$ cat config.mk
export PLATFORM = sky130hd
export DESIGN_NAME = spi_byte_engine_flat
export DESIGN_NICKNAME = d
export VERILOG_FILES = /design/src/rtl/spi_pkg.sv /design/src/rtl/spi_byte_engine_if.sv /design/src/rtl/spi_clk_gen.sv /design/src/rtl/spi_byte_engine.sv /design/src/flat_wrapper.sv
export SDC_FILE = /design/constraint.sdc
export NUM_CORES = 1
export LEC_CHECK = 0
export BUFFER_PORTS_ARGS = -buffer_cell sky130_fd_sc_hd__buf_2
export CORE_ASPECT_RATIO = 0.75
export CORE_MARGIN = 2
export CORE_UTILIZATION = 40
export DETAILED_ROUTE_END_ITERATION = 16
export PLACE_DENSITY = 0.66
export RECOVER_POWER = 25
export SLEW_MARGIN = 5
export SYNTH_ARGS = -nofsm -noshare
export SYNTH_HDL_FRONTEND = slang
export SYNTH_HIERARCHICAL = 1
export SYNTH_SLANG_ARGS = --single-unit
$ cat constraint.sdc
create_clock -name clk -period 6.3 [get_ports clk]
set_clock_uncertainty 0.2 [all_clocks]
set_input_delay 0.63 -clock clk [delete_from_list [all_inputs] [get_ports clk]]
set_output_delay 0.63 -clock clk [all_outputs]
set_load 0.02 [all_outputs]
$ cat src/rtl/spi_pkg.sv
// rtl/spi_pkg.sv - shared types and command constants for the SPI byte engine
//
// Purpose : command words, data_select codes, engine state encoding and the
//           selector-to-command lookup used when a frame is loaded.
// Ports   : none (package).
package spi_pkg;

  localparam logic [15:0] CMD_DUMMY    = 16'h0000;
  localparam logic [15:0] CMD_MEASURE  = 16'h2D08;
  localparam logic [15:0] CMD_READ     = 16'hF200;
  localparam logic [15:0] CMD_SOFT_RST = 16'h1F52;

  typedef enum logic [1:0] {
    SEL_DUMMY    = 2'b00,
    SEL_MEASURE  = 2'b01,
    SEL_READ     = 2'b10,
    SEL_SOFT_RST = 2'b11
  } sel_t;

  typedef enum logic [2:0] {
    IDLE,
    LEAD,
    SHIFT,
    TRAIL,
    DONE
  } eng_state_t;

  function automatic logic [15:0] cmd_lookup(input sel_t sel);
    case (sel)
      SEL_MEASURE:  cmd_lookup = CMD_MEASURE;
      SEL_READ:     cmd_lookup = CMD_READ;
      SEL_SOFT_RST: cmd_lookup = CMD_SOFT_RST;
      default:      cmd_lookup = CMD_DUMMY;
    endcase
  endfunction

endpackage

$ cat src/rtl/spi_byte_engine_if.sv
// rtl/spi_byte_engine_if.sv - request/pin bundle between command FSM, engine and SPI slave
//
// Purpose : groups the frame request inputs, the SPI pins and the frame
//           completion outputs of spi_byte_engine.
// Signals : data_select[1:0], transfer, receive, cs, spi_miso  -> engine
//           spi_sclk, spi_mosi, spi_cs_n, done,
//           rx_data[FRAME_BITS-1:0], rx_valid                 <- engine
// Modports: slave  = engine side, master = requester/bench side.
interface spi_byte_engine_if #(
  parameter int FRAME_BITS = 16
);

  logic [1:0]            data_select;
  logic                  transfer;
  logic                  receive;
  logic                  cs;
  logic                  spi_miso;
  logic                  spi_sclk;
  logic                  spi_mosi;
  logic                  spi_cs_n;
  logic                  done;
  logic [FRAME_BITS-1:0] rx_data;
  logic                  rx_valid;

  modport slave (
    input  data_select, transfer, receive, cs, spi_miso,
    output spi_sclk, spi_mosi, spi_cs_n, done, rx_data, rx_valid
  );

  modport master (
    output data_select, transfer, receive, cs, spi_miso,
    input  spi_sclk, spi_mosi, spi_cs_n, done, rx_data, rx_valid
  );

endinterface

$ cat src/rtl/spi_clk_gen.sv
// rtl/spi_clk_gen.sv - SCLK half-period timer producing fall/rise strobes
//
// Purpose : counts CLK_DIV system clocks per SCLK half-period while enabled
//           and emits one-cycle strobes at the start of each half.
// Ports   : clk, reset (async, active low)
//           i_en         run the timer; low clears it to the bit-start phase
//           o_fall_tick  first cycle of a bit (SCLK falls)
//           o_rise_tick  first cycle of the second half (SCLK rises)
//           o_bit_end    last cycle of a bit
module spi_clk_gen #(
  parameter int CLK_DIV = 4
) (
  input  logic clk,
  input  logic reset,
  input  logic i_en,
  output logic o_fall_tick,
  output logic o_rise_tick,
  output logic o_bit_end
);

  localparam int CW = $clog2(CLK_DIV);

  logic [CW-1:0] r_cnt;
  logic          r_phase;   // 0 = SCLK-low half, 1 = SCLK-high half
  logic          w_half_end;

  assign w_half_end = (r_cnt == CW'(CLK_DIV - 1));

  always_ff @(posedge clk or negedge reset) begin
    if (!reset) begin
      r_cnt   <= '0;
      r_phase <= 1'b0;
    end else if (!i_en) begin
      r_cnt   <= '0;
      r_phase <= 1'b0;
    end else if (w_half_end) begin
      r_cnt   <= '0;
      r_phase <= ~r_phase;
    end else begin
      r_cnt   <= r_cnt + 1'b1;
    end
  end

  assign o_fall_tick = i_en && (r_cnt == '0) && !r_phase;
  assign o_rise_tick = i_en && (r_cnt == '0) &&  r_phase;
  assign o_bit_end   = i_en && w_half_end && r_phase;

endmodule

$ cat src/rtl/spi_byte_engine.sv
// rtl/spi_byte_engine.sv - mode-3 fixed-width SPI frame engine
//
// Purpose : turns a command-FSM frame request into one SPI mode 3 frame
//           (CPOL=1, CPHA=1, MSB first) and reports completion.
// Ports   : clk, reset (async, active low)
//           bus (spi_byte_engine_if.slave): request inputs, SPI pins,
//           done / rx_data / rx_valid.
// Config  : SPI_LOOPBACK_EN - rx shifter samples the internal MOSI bit
//           instead of spi_miso.
module spi_byte_engine
  import spi_pkg::*;
#(
  parameter int CLK_DIV    = 4,
  parameter int FRAME_BITS = 16
) (
  input  logic                clk,
  input  logic                reset,
  spi_byte_engine_if.slave    bus
);

  localparam int WW = $clog2(CLK_DIV);
  localparam int BW = $clog2(FRAME_BITS);

  eng_state_t            r_state;
  eng_state_t            w_next;

  logic [WW-1:0]         r_wait;
  logic [BW-1:0]         r_bit;
  logic [FRAME_BITS-1:0] r_tx;
  logic [FRAME_BITS-1:0] r_rx;
  logic [FRAME_BITS-1:0] r_rx_data;
  logic                  r_rx_frame;
  logic                  r_sclk;
  logic                  r_mosi;
  logic                  r_cs_n;

  logic                  w_fall;
  logic                  w_rise;
  logic                  w_bit_end;
  logic                  w_wait_end;
  logic                  w_last_bit;
  logic                  w_active;
  logic                  w_done;
  logic                  w_rx_valid;
  logic                  w_rx_bit;
  logic [31:0]           w_cmd_ext;
  logic [FRAME_BITS-1:0] w_load;

  spi_clk_gen #(.CLK_DIV(CLK_DIV)) u_clk_gen (
    .clk         (clk),
    .reset       (reset),
    .i_en        (r_state == SHIFT),
    .o_fall_tick (w_fall),
    .o_rise_tick (w_rise),
    .o_bit_end   (w_bit_end)
  );

  // The 16-bit command sits at the MSB end; narrower frames drop LSBs,
  // wider frames pad zeros below it.
  assign w_cmd_ext = {cmd_lookup(sel_t'(bus.data_select)), 16'h0000};
  assign w_load    = FRAME_BITS'(w_cmd_ext >> (32 - FRAME_BITS));

`ifdef SPI_LOOPBACK_EN
  assign w_rx_bit = r_mosi;
`else
  assign w_rx_bit = bus.spi_miso;
`endif

  assign w_wait_end = (r_wait == WW'(CLK_DIV - 1));
  assign w_last_bit = (r_bit == BW'(FRAME_BITS - 1));

  always_ff @(posedge clk or negedge reset) begin
    if (!reset) begin
      r_state <= IDLE;
    end else begin
      r_state <= w_next;
    end
  end

  always_comb begin
    w_next     = r_state;
    w_active   = 1'b0;
    w_done     = 1'b0;
    w_rx_valid = 1'b0;
    case (r_state)
      IDLE: begin
        if (bus.transfer) w_next = LEAD;
      end
      LEAD: begin
        w_active = 1'b1;
        if (w_wait_end) w_next = SHIFT;
      end
      SHIFT: begin
        w_active = 1'b1;
        if (w_bit_end && w_last_bit) w_next = TRAIL;
      end
      TRAIL: begin
        w_active = 1'b1;
        if (w_wait_end) w_next = DONE;
      end
      DONE: begin
        w_done     = 1'b1;
        w_rx_valid = r_rx_frame;
        w_next     = IDLE;
      end
      default: w_next = IDLE;
    endcase
  end

  always_ff @(posedge clk or negedge reset) begin
    if (!reset) begin
      r_wait     <= '0;
      r_bit      <= '0;
      r_tx       <= '0;
      r_rx       <= '0;
      r_rx_data  <= '0;
      r_rx_frame <= 1'b0;
      r_sclk     <= 1'b1;
      r_mosi     <= 1'b0;
      r_cs_n     <= 1'b1;
    end else begin
      r_cs_n <= bus.cs | ~w_active;

      // LEAD and TRAIL share one setup/hold timer
      if ((r_state == LEAD || r_state == TRAIL) && !w_wait_end) begin
        r_wait <= r_wait + 1'b1;
      end else begin
        r_wait <= '0;
      end

      if (r_state == IDLE) begin
        r_sclk <= 1'b1;
        r_mosi <= 1'b0;
        if (bus.transfer) begin
          r_tx       <= w_load;
          r_rx_frame <= bus.receive;
        end
      end

      if (w_fall) begin
        r_sclk <= 1'b0;
        r_mosi <= r_tx[FRAME_BITS-1];
        r_tx   <= {r_tx[FRAME_BITS-2:0], 1'b0};
      end

      if (w_rise) begin
        r_sclk <= 1'b1;
        r_rx   <= {r_rx[FRAME_BITS-2:0], w_rx_bit};
      end

      if (w_bit_end) begin
        r_bit <= w_last_bit ? '0 : r_bit + 1'b1;
      end

      if (r_state == TRAIL && w_wait_end && r_rx_frame) begin
        r_rx_data <= r_rx;
      end
    end
  end

  assign bus.spi_sclk = r_sclk;
  assign bus.spi_mosi = r_mosi;
  assign bus.spi_cs_n = r_cs_n;
  assign bus.done     = w_done;
  assign bus.rx_valid = w_rx_valid;
  assign bus.rx_data  = r_rx_data;

endmodule

$ cat src/flat_wrapper.sv
// flat-port wrapper written by rule: the top's interface ports become plain ports
module spi_byte_engine_flat import spi_pkg::*;
#(
  parameter int CLK_DIV    = 4,
  parameter int FRAME_BITS = 16
)
  (clk, reset, bus_data_select, bus_transfer, bus_receive, bus_cs, bus_spi_miso, bus_spi_sclk, bus_spi_mosi, bus_spi_cs_n, bus_done, bus_rx_data, bus_rx_valid);
  spi_byte_engine_if #(.FRAME_BITS(FRAME_BITS)) bus_i ();
  input  logic clk;
  input  logic reset;
  input wire logic [$bits(bus_i.data_select)-1:0] bus_data_select;
  input wire logic [$bits(bus_i.transfer)-1:0] bus_transfer;
  input wire logic [$bits(bus_i.receive)-1:0] bus_receive;
  input wire logic [$bits(bus_i.cs)-1:0] bus_cs;
  input wire logic [$bits(bus_i.spi_miso)-1:0] bus_spi_miso;
  output wire logic [$bits(bus_i.spi_sclk)-1:0] bus_spi_sclk;
  output wire logic [$bits(bus_i.spi_mosi)-1:0] bus_spi_mosi;
  output wire logic [$bits(bus_i.spi_cs_n)-1:0] bus_spi_cs_n;
  output wire logic [$bits(bus_i.done)-1:0] bus_done;
  output wire logic [$bits(bus_i.rx_data)-1:0] bus_rx_data;
  output wire logic [$bits(bus_i.rx_valid)-1:0] bus_rx_valid;
  assign bus_i.data_select = bus_data_select;
  assign bus_i.transfer = bus_transfer;
  assign bus_i.receive = bus_receive;
  assign bus_i.cs = bus_cs;
  assign bus_i.spi_miso = bus_spi_miso;
  assign bus_spi_sclk = bus_i.spi_sclk;
  assign bus_spi_mosi = bus_i.spi_mosi;
  assign bus_spi_cs_n = bus_i.spi_cs_n;
  assign bus_done = bus_i.done;
  assign bus_rx_data = bus_i.rx_data;
  assign bus_rx_valid = bus_i.rx_valid;
  spi_byte_engine #(.CLK_DIV(CLK_DIV), .FRAME_BITS(FRAME_BITS)) u_core (.clk(clk), .reset(reset), .bus(bus_i));
endmodule
==> results of run 1 <==
-- Yosys cell counts, drive strengths merged (4+ instances only) --
cell type	instances
nand2	29
nor2	5
inv	5
mux2	33
clkbuf	4
mux2i	11
o21ai	17
dfrtp	61
ha	8
buf	6
-- worst paths after layout --
| path | end | slack (ns) | cells after the start |
|---|---|---|---|
| worst min-delay path | u_core/r_wait[0] | 0.24 | 1 |
| worst max register to register | u_core/r_rx[4] | 3.96 | 4 |
| worst min register to register | u_core/r_wait[0] | 0.24 | 1 |
| max in group clk | u_core/r_rx[4] | 3.96 | 4 |
| worst max-delay path | u_core/bus.rx_data[2] | 2.77 | 2 |
| min in group asynchronous | u_core/r_wait[1] | 1.28 | 2 |
-- metrics by stage --
step	hold WS, ns	instance area, µm²	power [mW]
finish	0.2394	3047	0.7447
global route	0.2653	3047	0.7834
CTS	0.2439	3050	0.7588
detailed placement	0.2316	2867	0.4354
global placement	0.2348	2867	0.4352
floorplan	0.1344	2679	0.4221
-- power by group --
| group | internal (mW) | switching (mW) |
|---|---|---|
| clock network | 0.165 | 0.153 |
| logic | 0.00540 | 0.0119 |
| registers | 0.408 | 0.00187 |
-- registers in the layout (all words and copies together) (netlist names) --
name                      count
u_core/r_rx                  16
u_core/u_clk_gen/r_cnt        2
u_core/r_wait                 2
u_core/r_rx_frame             1
u_core/r_tx                  15
u_core/bus.rx_data           16
u_core/u_clk_gen/r_phase      1
u_core/bus.spi_mosi           1
u_core/r_state                3
u_core/r_bit                  4
u_core/bus.spi_sclk           1
u_core/bus.spi_cs_n           1
-- per-layer routing --
layer,up-vias,track usage (%)
met5,-,0
met4,0,4.566
met3,7,7.242
met2,37,20.03
met1,750,17.52
li1,780,-
-- cells by family (layout without fill, tap and decap cells) --
family          count (synthesis)  in the layout  synth area share (%)
flops                          63             63                 58.94
simple gates                   52             52                 10.04
mux                            44             44                 17.98
compound gates                 23             23                 4.717
buf+inv                        15             51                 3.269
fa+ha+maj                       8              8                 3.737
xor+xnor                        4              4                 1.308
-- layout make-up --
type                       instances  area, µm²
inverter                           5      18.77
fill                             591       3334
sequential                        63       1579
clock buffer                      12      155.1
multi-input combinational        131       1012
timing repair buffer              30      151.4
clock inverter                     4      28.78
tap                               81      101.3
==> summary.md, run 1 <==
| Metric | Value |
|---|---|
| Area Overhead vs Synth | 13.73% |
| CTS Buf Count | 9 |
| Hold Buf Count CTS | 0 |
| Dpl hpwl | 2.826 mm |
| Leading cell type in the layout, fill and taps excluded | dfrtp_1 |
| Utilization after layout | 47.75% |
| Die ar. | 0.007374 mm² |
| CP Launch Point | reset |
| Met3 routed WL | 277 µm |
| Wirelength per Cell | 13.48 µm |
| Largest cells by area after synthesis | dfrtp_1, mux2_2, mux2i_1 |
| First-pass GRT wire length | 7.583 mm |
| Status | complete, but fails checks |
| CTS tree | built |
| Post-route clock period utilization | 56.02% |
| Root Driver | clkbuf_8 |
| Post-CTS Setup Repair Bufs | 0 |
| IO Pins | 29 |
| Unrepaired setup endpoints after global routing | false |
| HP Start | u_core/r_wait[0] |
| Core ar. | 0.006381 mm² |
| Max-slew violation count | 64 |
| Top delay family on crit path | buffers and inverters |
| FF-to-FF Start | u_core/r_state[1] |
| Final hold violations | 0 |
| Synthesis-stage register bit count | 63 |
| Distinct cells, synth | 36 |
| WP data arrival | 3.04 ns |
| Worst Hold Class | reg -> reg |
| Drt drc | 0 |
| Post-synth EDFFs | 0 |
| Top_reg_cell synth | dfrtp_1 |
| Post-Syn Area | 0.002679 mm² |
| Post-synth top area share | 56.98% |
| I/O Buffers | 28 |
| Rows | 25 |
| CTS Buffer Depth | 2 |
| Pwr Density | 244.4 mW/mm² |
| Initial Utilization | 41.98% |
| Max incr delay on CP | 2.30 ns |
| Mapped Cells | 209 |
| Net Count, Synth | 225 |
| Setup slack after layout | 2.771 ns |
| Overall Global Routing Usage | 13.63% |
| Post-Route WL | 4.396 mm |
| Routed vias/inst | 4.828 |
| DRT met1 WL | 2.242 mm |
| Clk sinks | 63 |
| Failing checks | max-capacitance violations, max-slew violations |
| Met2 Wirelength | 1.829 mm |
| Total congestion overflow | 0 |
| Max-cap violations | 1 |
| Top cell type by total area after synthesis | dfrtp_1 |
| Nets | 256 |
| Largest net degree at the start of global routing | 64 |
| Post-synthesis async set-or-reset flop share | 100.0% |
| Worst Max-Slew Pin Slew | 3.281 ns |
| Setup crit end kind | async pin |
| Layout Cells excl Fill | 326 |
| DIE HEIGHT | 74.87 µm |
| DR pass1 iterations | 4 |
| Max Clk Rate | 0.2833 GHz |
| H-tree levels | 3 |
| Syn. warnings | 6 |
| CP Class | in -> async |
| Syn Area/Cell | 12.82 µm² |
| Clock transition at path regs | 0.07 ns |
| ANT nets after route | 0 |
| GP Congestion | 0.7200 |
| Startpoint Class | primary input |
| DR top layer | met4 |
| Slowest stage cell on the critical path | clkbuf_1 |
| 1st-iter DRT viols | 70 |
| Setup TNS | 0 ns |
| Required @ worst endpoint | 5.81 ns |
| Antenna fix cells | 0 |
| Commonest non-fill, non-tap cells in the layout | dfrtp_1, mux2_2, buf_2, nand2_1, o21ai_0 |
| Vias post-DR | 1,574 |
| Placed Cells | 310 |
| Clock insertion delay at the later pin of the skew report | 0.34 ns |
| Post_cts resized | 0 |
| Critical Path, Cell by Cell | buf_2 > clkbuf_1 |
| Worst Path Buf+Inv | 2 |
| Dpl ws | 3.998 ns |
| Layout cells sized above 1 | 34.29% |
| Sequential area share after synthesis | 58.94% |
| DIE WIDTH | 98.50 µm |
| Worst slew margin | -118.7% |
| Final setup viols | 0 |
| CP Max Fanout | 63 |
| Max VDD drop | 136.6 µV |
| Pleak | 1.497 nW |
| Initial antenna violation count | 0 |
| Number of global-route vias before repair | 1,615 |
| Clock period minus worst slack | 3.529 ns |
(Power assumes the default switching activity.)
==> inputs of run 2 (changes only) <==
Clock period 6.3 ns to 3.4 ns, I/O delays scaled along.
==> run 2 against run 1 <==
The flow now finishes without violations. Clock power rose by 72%. Global-route usage is 0.088 points higher. Routed wire length up 3.1%. Register-to-register slack lost 2.8 ns. Sequential share of layout area about the same. Final area hardly changed. Critical path type is now reg -> reg. Largest power group unchanged. Highest routed layer unchanged.
==> summary.md, run 2 (same netlist as run 1, synthesis figures left out) <==
| Metric | Value |
|---|---|
| Root Driver | clkbuf_8 |
| Post_cts resized | 0 (unchanged) |
| Dpl cell area | 0.002874 mm² (+0.26%) |
| Rows | 25 (unchanged) |
| DIE WIDTH | 98.50 µm (unchanged) |
| Post-route clock period utilization | 65.90% |
| Slowest stage cell on the critical path | and3_2 |
| Worst reg-to-reg path cell count | 4 (unchanged) |
| Commonest non-fill, non-tap cells in the layout | dfrtp_1, mux2_2, nand2_1 |
| Leading cell type in the layout, fill and taps excluded | dfrtp_1 |
| Worst Max-Slew Pin Slew | 0.9071 ns (-2.374 ns) |
| Max-cap violations | 0 (-1) |
| Pleak | 1.431 nW (-4.4%) |
| Clock insertion delay at the later pin of the skew report | 0.33 ns (about the same) |
| Max-slew violation count | 0 (-100%) |
| Die ar. | 0.007374 mm² (unchanged) |
| Post-route cell area | 0.003045 mm² (about the same) |
| Drt drc | 0 (unchanged) |
| Clk sinks | 63 (unchanged) |
| Unrepaired setup endpoints after global routing | false |
| Setup slack after layout | 1.159 ns (-1.611 ns) |
| Initial antenna violation count | 0 (unchanged) |
| CP Class | reg -> reg |
| Number of global-route vias before repair | 1,606 (-0.56%) |
| Dpl hpwl | 2.899 mm (+2.6%) |
| Final setup viols | 0 (unchanged) |
| Largest net degree at the start of global routing | 41 (-36%) |
| ANT nets after route | 0 (unchanged) |
| Total congestion overflow | 0 (unchanged) |
| Post-Route WL | 4.533 mm (+3.1%) |
| Core ar. | 0.006381 mm² (unchanged) |
| Initial Utilization | 41.98% (unchanged) |
| Clock period minus worst slack | 2.241 ns |
| Worst Hold Class | in -> reg |
| 1st-iter DRT viols | 61 (-13%) |
| Vias post-DR | 1,627 (+3.4%) |
| Critical Path, Cell by Cell | inv_1 > nor3_1 > and3_2 > mux2_2 |
| DIE HEIGHT | 74.87 µm (unchanged) |
| Clock transition at path regs | 0.07 ns (about the same) |
| Max VDD drop | 301.4 µV (+120%) |
| Max Clk Rate | 0.4463 GHz |
| Dpl ws | 1.150 ns (-2.848 ns) |
| WP data arrival | 2.26 ns (-0.78 ns) |
| Routed vias/inst | 4.930 (+2.1%) |
| Overall power | 1.341 mW (+80%) |
| Min-Delay Path Depth | 2 (+1) |
| IO Pins | 29 (unchanged) |
| Final hold violations | 0 (unchanged) |
| Nets | 260 (+1.6%) |
| Antenna fix cells | 0 (unchanged) |
| H-tree levels | 3 (unchanged) |
| Worst slew margin | 39.53% (+160 points) |
| Utilization after layout | 47.73% (about the same) |
| DR pass1 iterations | 4 (unchanged) |
| CTS Buf Count | 9 (unchanged) |
| Pwr Density | 440.3 mW/mm² (+80%) |
| Required @ worst endpoint | 3.42 ns (-2.39 ns) |
| I/O Buffers | 28 (unchanged) |
| Area Overhead vs Synth | 13.69% (about the same) |
| CTS tree | built |
| Startpoint Class | register |
| Layout cells sized above 1 | 26.91% (-7.4 points) |
| Placed Cells | 311 (+0.32%) |
| Fillers | 620 (+4.9%) |
| Wirelength per Cell | 13.74 µm (+1.9%) |
| CP Max Fanout | 17 (-73%) |
| Status | complete, no violations |
| Setup TNS | 0 ns (unchanged) |
| GP Congestion | 0.7006 (-2.7%) |
| Max incr delay on CP | 0.54 ns (-1.76 ns) |
| Layout Cells excl Fill | 330 (+1.2%) |
| Final hold slack | 0.04437 ns (-0.1951 ns) |
| First-pass GRT wire length | 7.679 mm (+1.3%) |
| Setup crit end kind | register |
| CTS Buffer Depth | 2 (unchanged) |
| Overall Global Routing Usage | 13.71% (+0.088 points) |
run 2: path summary, 6_finish.rpt:
check / startpoint / end / slack, ns
setup / recovery: u_core/r_state[1] / u_core/r_rx[8] / 1.16
hold / removal: bus_spi_miso / u_core/r_rx[0] / 0.04
setup reg to reg: u_core/r_state[1] / u_core/r_rx[8] / 1.16
hold reg to reg: u_core/r_wait[0] / u_core/r_wait[0] / 0.25
max in group asynchronous: reset / u_core/bus.spi_sclk / 1.71
min in group asynchronous: reset / u_core/r_tx[10] / 0.48
run 2: metal layers:
metal  share of wire [%]  global-route usage [%]  wire (µm)
met1                  52                   18.14       2367
met4                0.68                   3.653         31
met2                  41                   20.56       1866
met5                   0                       0          0
met3                 5.9                   6.592        268
run 2: worst max-delay path, delay by kind of cell (launching register included):
kind,cells,cell delay (ns)
DFF,1,0.44
buffers and inverters,1,0.11
muxes,1,0.39
and+or+nand+nor,2,0.99
run 2: power by group:
group	internal [mW]	total (mW)	switching [mW]	leakage [nW]
clock network	0.260	0.546	0.286	0.0781
logic	0.0134	0.0365	0.0230	0.567
registers	0.755	0.759	0.00344	0.786
run 2: final cells by class:
type	instances	area (µm²)	share of cell area [%]
multi-input combinational	131	1012	33.24
sequential	63	1579	51.85
clock buffer	10	127.6	4.191
timing repair buffer	34	168.9	5.546
clock inverter	6	37.54	1.233
inverter	5	18.77	0.6163
tap	81	101.3	3.328
run 2: what timing repair did:
| action | CTS | global route |
|---|---|---|
| endpoints found under the setup margin | 0 | 0 |
| buffers inserted | 0 | 0 |
| hold endpoints to repair | 39 | 0 |
| hold buffers | 3 | 0 |
==> inputs of run 3 (changes only) <==
Settings changed: PLACE_DENSITY 0.66 to 0.68.
Clock period 3.4 ns to 1.9 ns, I/O delays scaled along.
==> run 3 against run 2 <==
First-iteration DRC count down 18%. Sequential power rose by 79%. Combinational power up 79%. Routed wire length is 2.5% higher. Final area rose by 7.2%. Power increased by 100%. Critical path depth unchanged. Non-clock buffer count increased by 11.
==> summary.md, run 3 (same netlist as run 1, synthesis figures left out) <==
| Metric | Value |
|---|---|
| Top delay family on crit path | flip-flops |
| Commonest non-fill, non-tap cells in the layout | dfrtp_1, mux2_2, buf_2, nand2_1, o21ai_0 |
| IO Pins | 29 (unchanged) |
| Post-route clock period utilization | 94.42% |
| Required @ worst endpoint | 1.51 ns (-1.91 ns) |
| DIE WIDTH | 98.50 µm (unchanged) |
| Root Driver | clkbuf_8 |
| Clock transition at path regs | 0.07 ns (about the same) |
| Sw Share | 20.68% (-2.6 points) |
| Slowest stage cell on the critical path | dfrtp_1 |
| Switching power | 0.5605 mW (+79%) |
| Die ar. | 0.007374 mm² (unchanged) |
| Antenna fix cells | 0 (unchanged) |
| CP Max Fanout | 9 (-8) |
| GP Congestion | 0.7078 (+1.0%) |
| Worst Max-Slew Pin Slew | 0.8440 ns (-0.06311 ns) |
| Critical Path, Cell by Cell | buf_4 > nor2_1 > and3_1 > buf_2 |
| Layout Cells excl Fill | 341 (+3.3%) |
| CP Class | reg -> out |
| Worst Hold Class | in -> reg |
| Overall Global Routing Usage | 14.02% (+0.30 points) |
| Initial antenna violation count | 0 (unchanged) |
| Placed Cells | 320 (+2.9%) |
| ANT nets after route | 0 (unchanged) |
| Max VDD drop | 504.0 µV (+67%) |
| Wirelength per Cell | 13.63 µm (-0.79%) |
| Area Overhead vs Synth | 21.91% |
| Gate power share | 2.4% (-0.3 points) |
| Dpl hpwl | 3.044 mm (+5.0%) |
| DR pass1 iterations | 5 (+1) |
| Clock insertion delay at the later pin of the skew report | 0.33 ns (about the same) |
| Worst slew margin | 43.74% (+4.2 points) |
| Vias post-DR | 1,699 (+4.4%) |
| Nets | 271 (+4.2%) |
| Setup crit end kind | output port |
| CTS Buf Count | 9 (unchanged) |
| Clk sinks | 63 (unchanged) |
| Number of global-route vias before repair | 1,617 (+0.68%) |
| Max-slew violation count | 0 (unchanged) |
| CTS tree | built |
| Startpoint Class | register |
| Clock period minus worst slack | 1.794 ns |
| Core ar. | 0.006381 mm² (unchanged) |
| Utilization after layout | 51.18% (+3.5 points) |
| Unrepaired setup endpoints after global routing | false |
| Pleak | 1.605 nW (+12%) |
| DIE HEIGHT | 74.87 µm (unchanged) |
| Worst Path Buf+Inv | 2 (+1) |
| Leading cell type in the layout, fill and taps excluded | dfrtp_1 |
| Initial Utilization | 41.98% (unchanged) |
| Post-Route WL | 4.647 mm (+2.5%) |
| Max-cap violations | 0 (unchanged) |
| Int Pwr | 2.150 mW (+110%) |
| CTS Buffer Depth | 2 (unchanged) |
| Layout cells sized above 1 | 38.08% (+11 points) |
| Max incr delay on CP | 0.43 ns (-0.11 ns) |
| Fillers | 584 (-5.8%) |
| First-pass GRT wire length | 7.941 mm (+3.4%) |
| Largest net degree at the start of global routing | 64 (+56%) |
| Sequential power share | 50.1% (-6.5 points) |
| H-tree levels | 3 (unchanged) |
| Final hold violations | 0 (unchanged) |
| 1st-iter DRT viols | 50 (-18%) |
| Total congestion overflow | 0 (unchanged) |
| Max Clk Rate | 0.5574 GHz |
| Clock share of power | 47.5% (+6.8 points) |
| Routed vias/inst | 4.982 (+1.1%) |
| Rows | 25 (unchanged) |
| Drt drc | 0 (unchanged) |
| WP data arrival | 1.40 ns (-0.86 ns) |
| Status | complete, no violations |
| Setup TNS | 0 ns (unchanged) |
| I/O Buffers | 28 (unchanged) |
| Pwr Density | 830.2 mW/mm² (+89%) |
| Final setup viols | 0 (unchanged) |
[run 3: changes by cell type in the layout (fill, tap and decap cells not counted), sizes merged]
cell,before,now
buf,12,40
clkinv,3,2
clkbuf,29,12
bufinv,0,2
clkinvlp,3,1
dlygate4sd3,3,4
[run 3: final cells by class]
class	instances	area (µm²)	area share (%)
sequential	63	1580	48.39
multi-input combinational	131	1027	31.46
timing repair buffer	45	315.3	9.655
clock buffer	11	141.4	4.330
tap	81	101.3	3.103
clock inverter	5	81.33	2.490
inverter	5	18.77	0.5747
[run 3: worst register-to-register path: cells and delay by family (launching register included)]
kind | cells | cell delay [ns]
buffers and inverters | 1 | 0.08
DFF | 1 | 0.41
and+or+nand+nor | 4 | 0.77
AOI/OAI and AO/OA | 1 | 0.24
[run 3: layer usage]
metal,track usage [%],routed length (µm)
met5,0,0
met1,20.34,2464
met3,5.850,248
met2,19.50,1906
met4,3.653,27
[run 3: power groups by stage]
stage / Clock (mW) / Sequential, mW / Combinational [mW]
6_report: 1.29 / 1.36 / 0.0655
3_5_place_dp: 0 / 1.38 / 0.0658
4_1_cts: 1.33 / 1.36 / 0.0725
5_1_grt: 1.38 / 1.36 / 0.0761
3_3_place_gp: 0 / 1.38 / 0.0644
2_1_floorplan: 0 / 1.38 / 0.0170
[run 3: worst paths after layout]
path,start,endpoint,slack (ns),cells after the start
worst max-delay path,u_core/r_state[0],bus_rx_valid,0.11,4
worst min-delay path,bus_data_select[0],u_core/r_tx[10],0.03,3
worst max register to register,u_core/r_state[1],u_core/r_state[0],0.11,6
worst min register to register,u_core/r_wait[0],u_core/r_wait[0],0.24,1
max in group asynchronous,reset,u_core/r_state[1],0.48,3
min in group asynchronous,reset,u_core/r_rx_frame,0.41,3
[run 3: repair_timing]
action                                  CTS  global route
resized for setup                         0             3
hold buffers                              4             0
endpoints found under the setup margin    0            20
buffers inserted                          0             1
hold endpoints to repair                 66             0
[run 3: through the flow]
step	power, mW	setup slack, ns	hold WS [ns]	cell area [µm²]
CTS	2.763	0.02626	0.02104	3266
global route	2.819	0.01340	0.03588	3266
finish	2.711	0.1060	0.03270	3266
detailed placement	1.449	0.04025	0.03046	3003
global placement	1.447	0.1190	0.02918	3003
floorplan	1.400	0.004504	-0.3056	2698
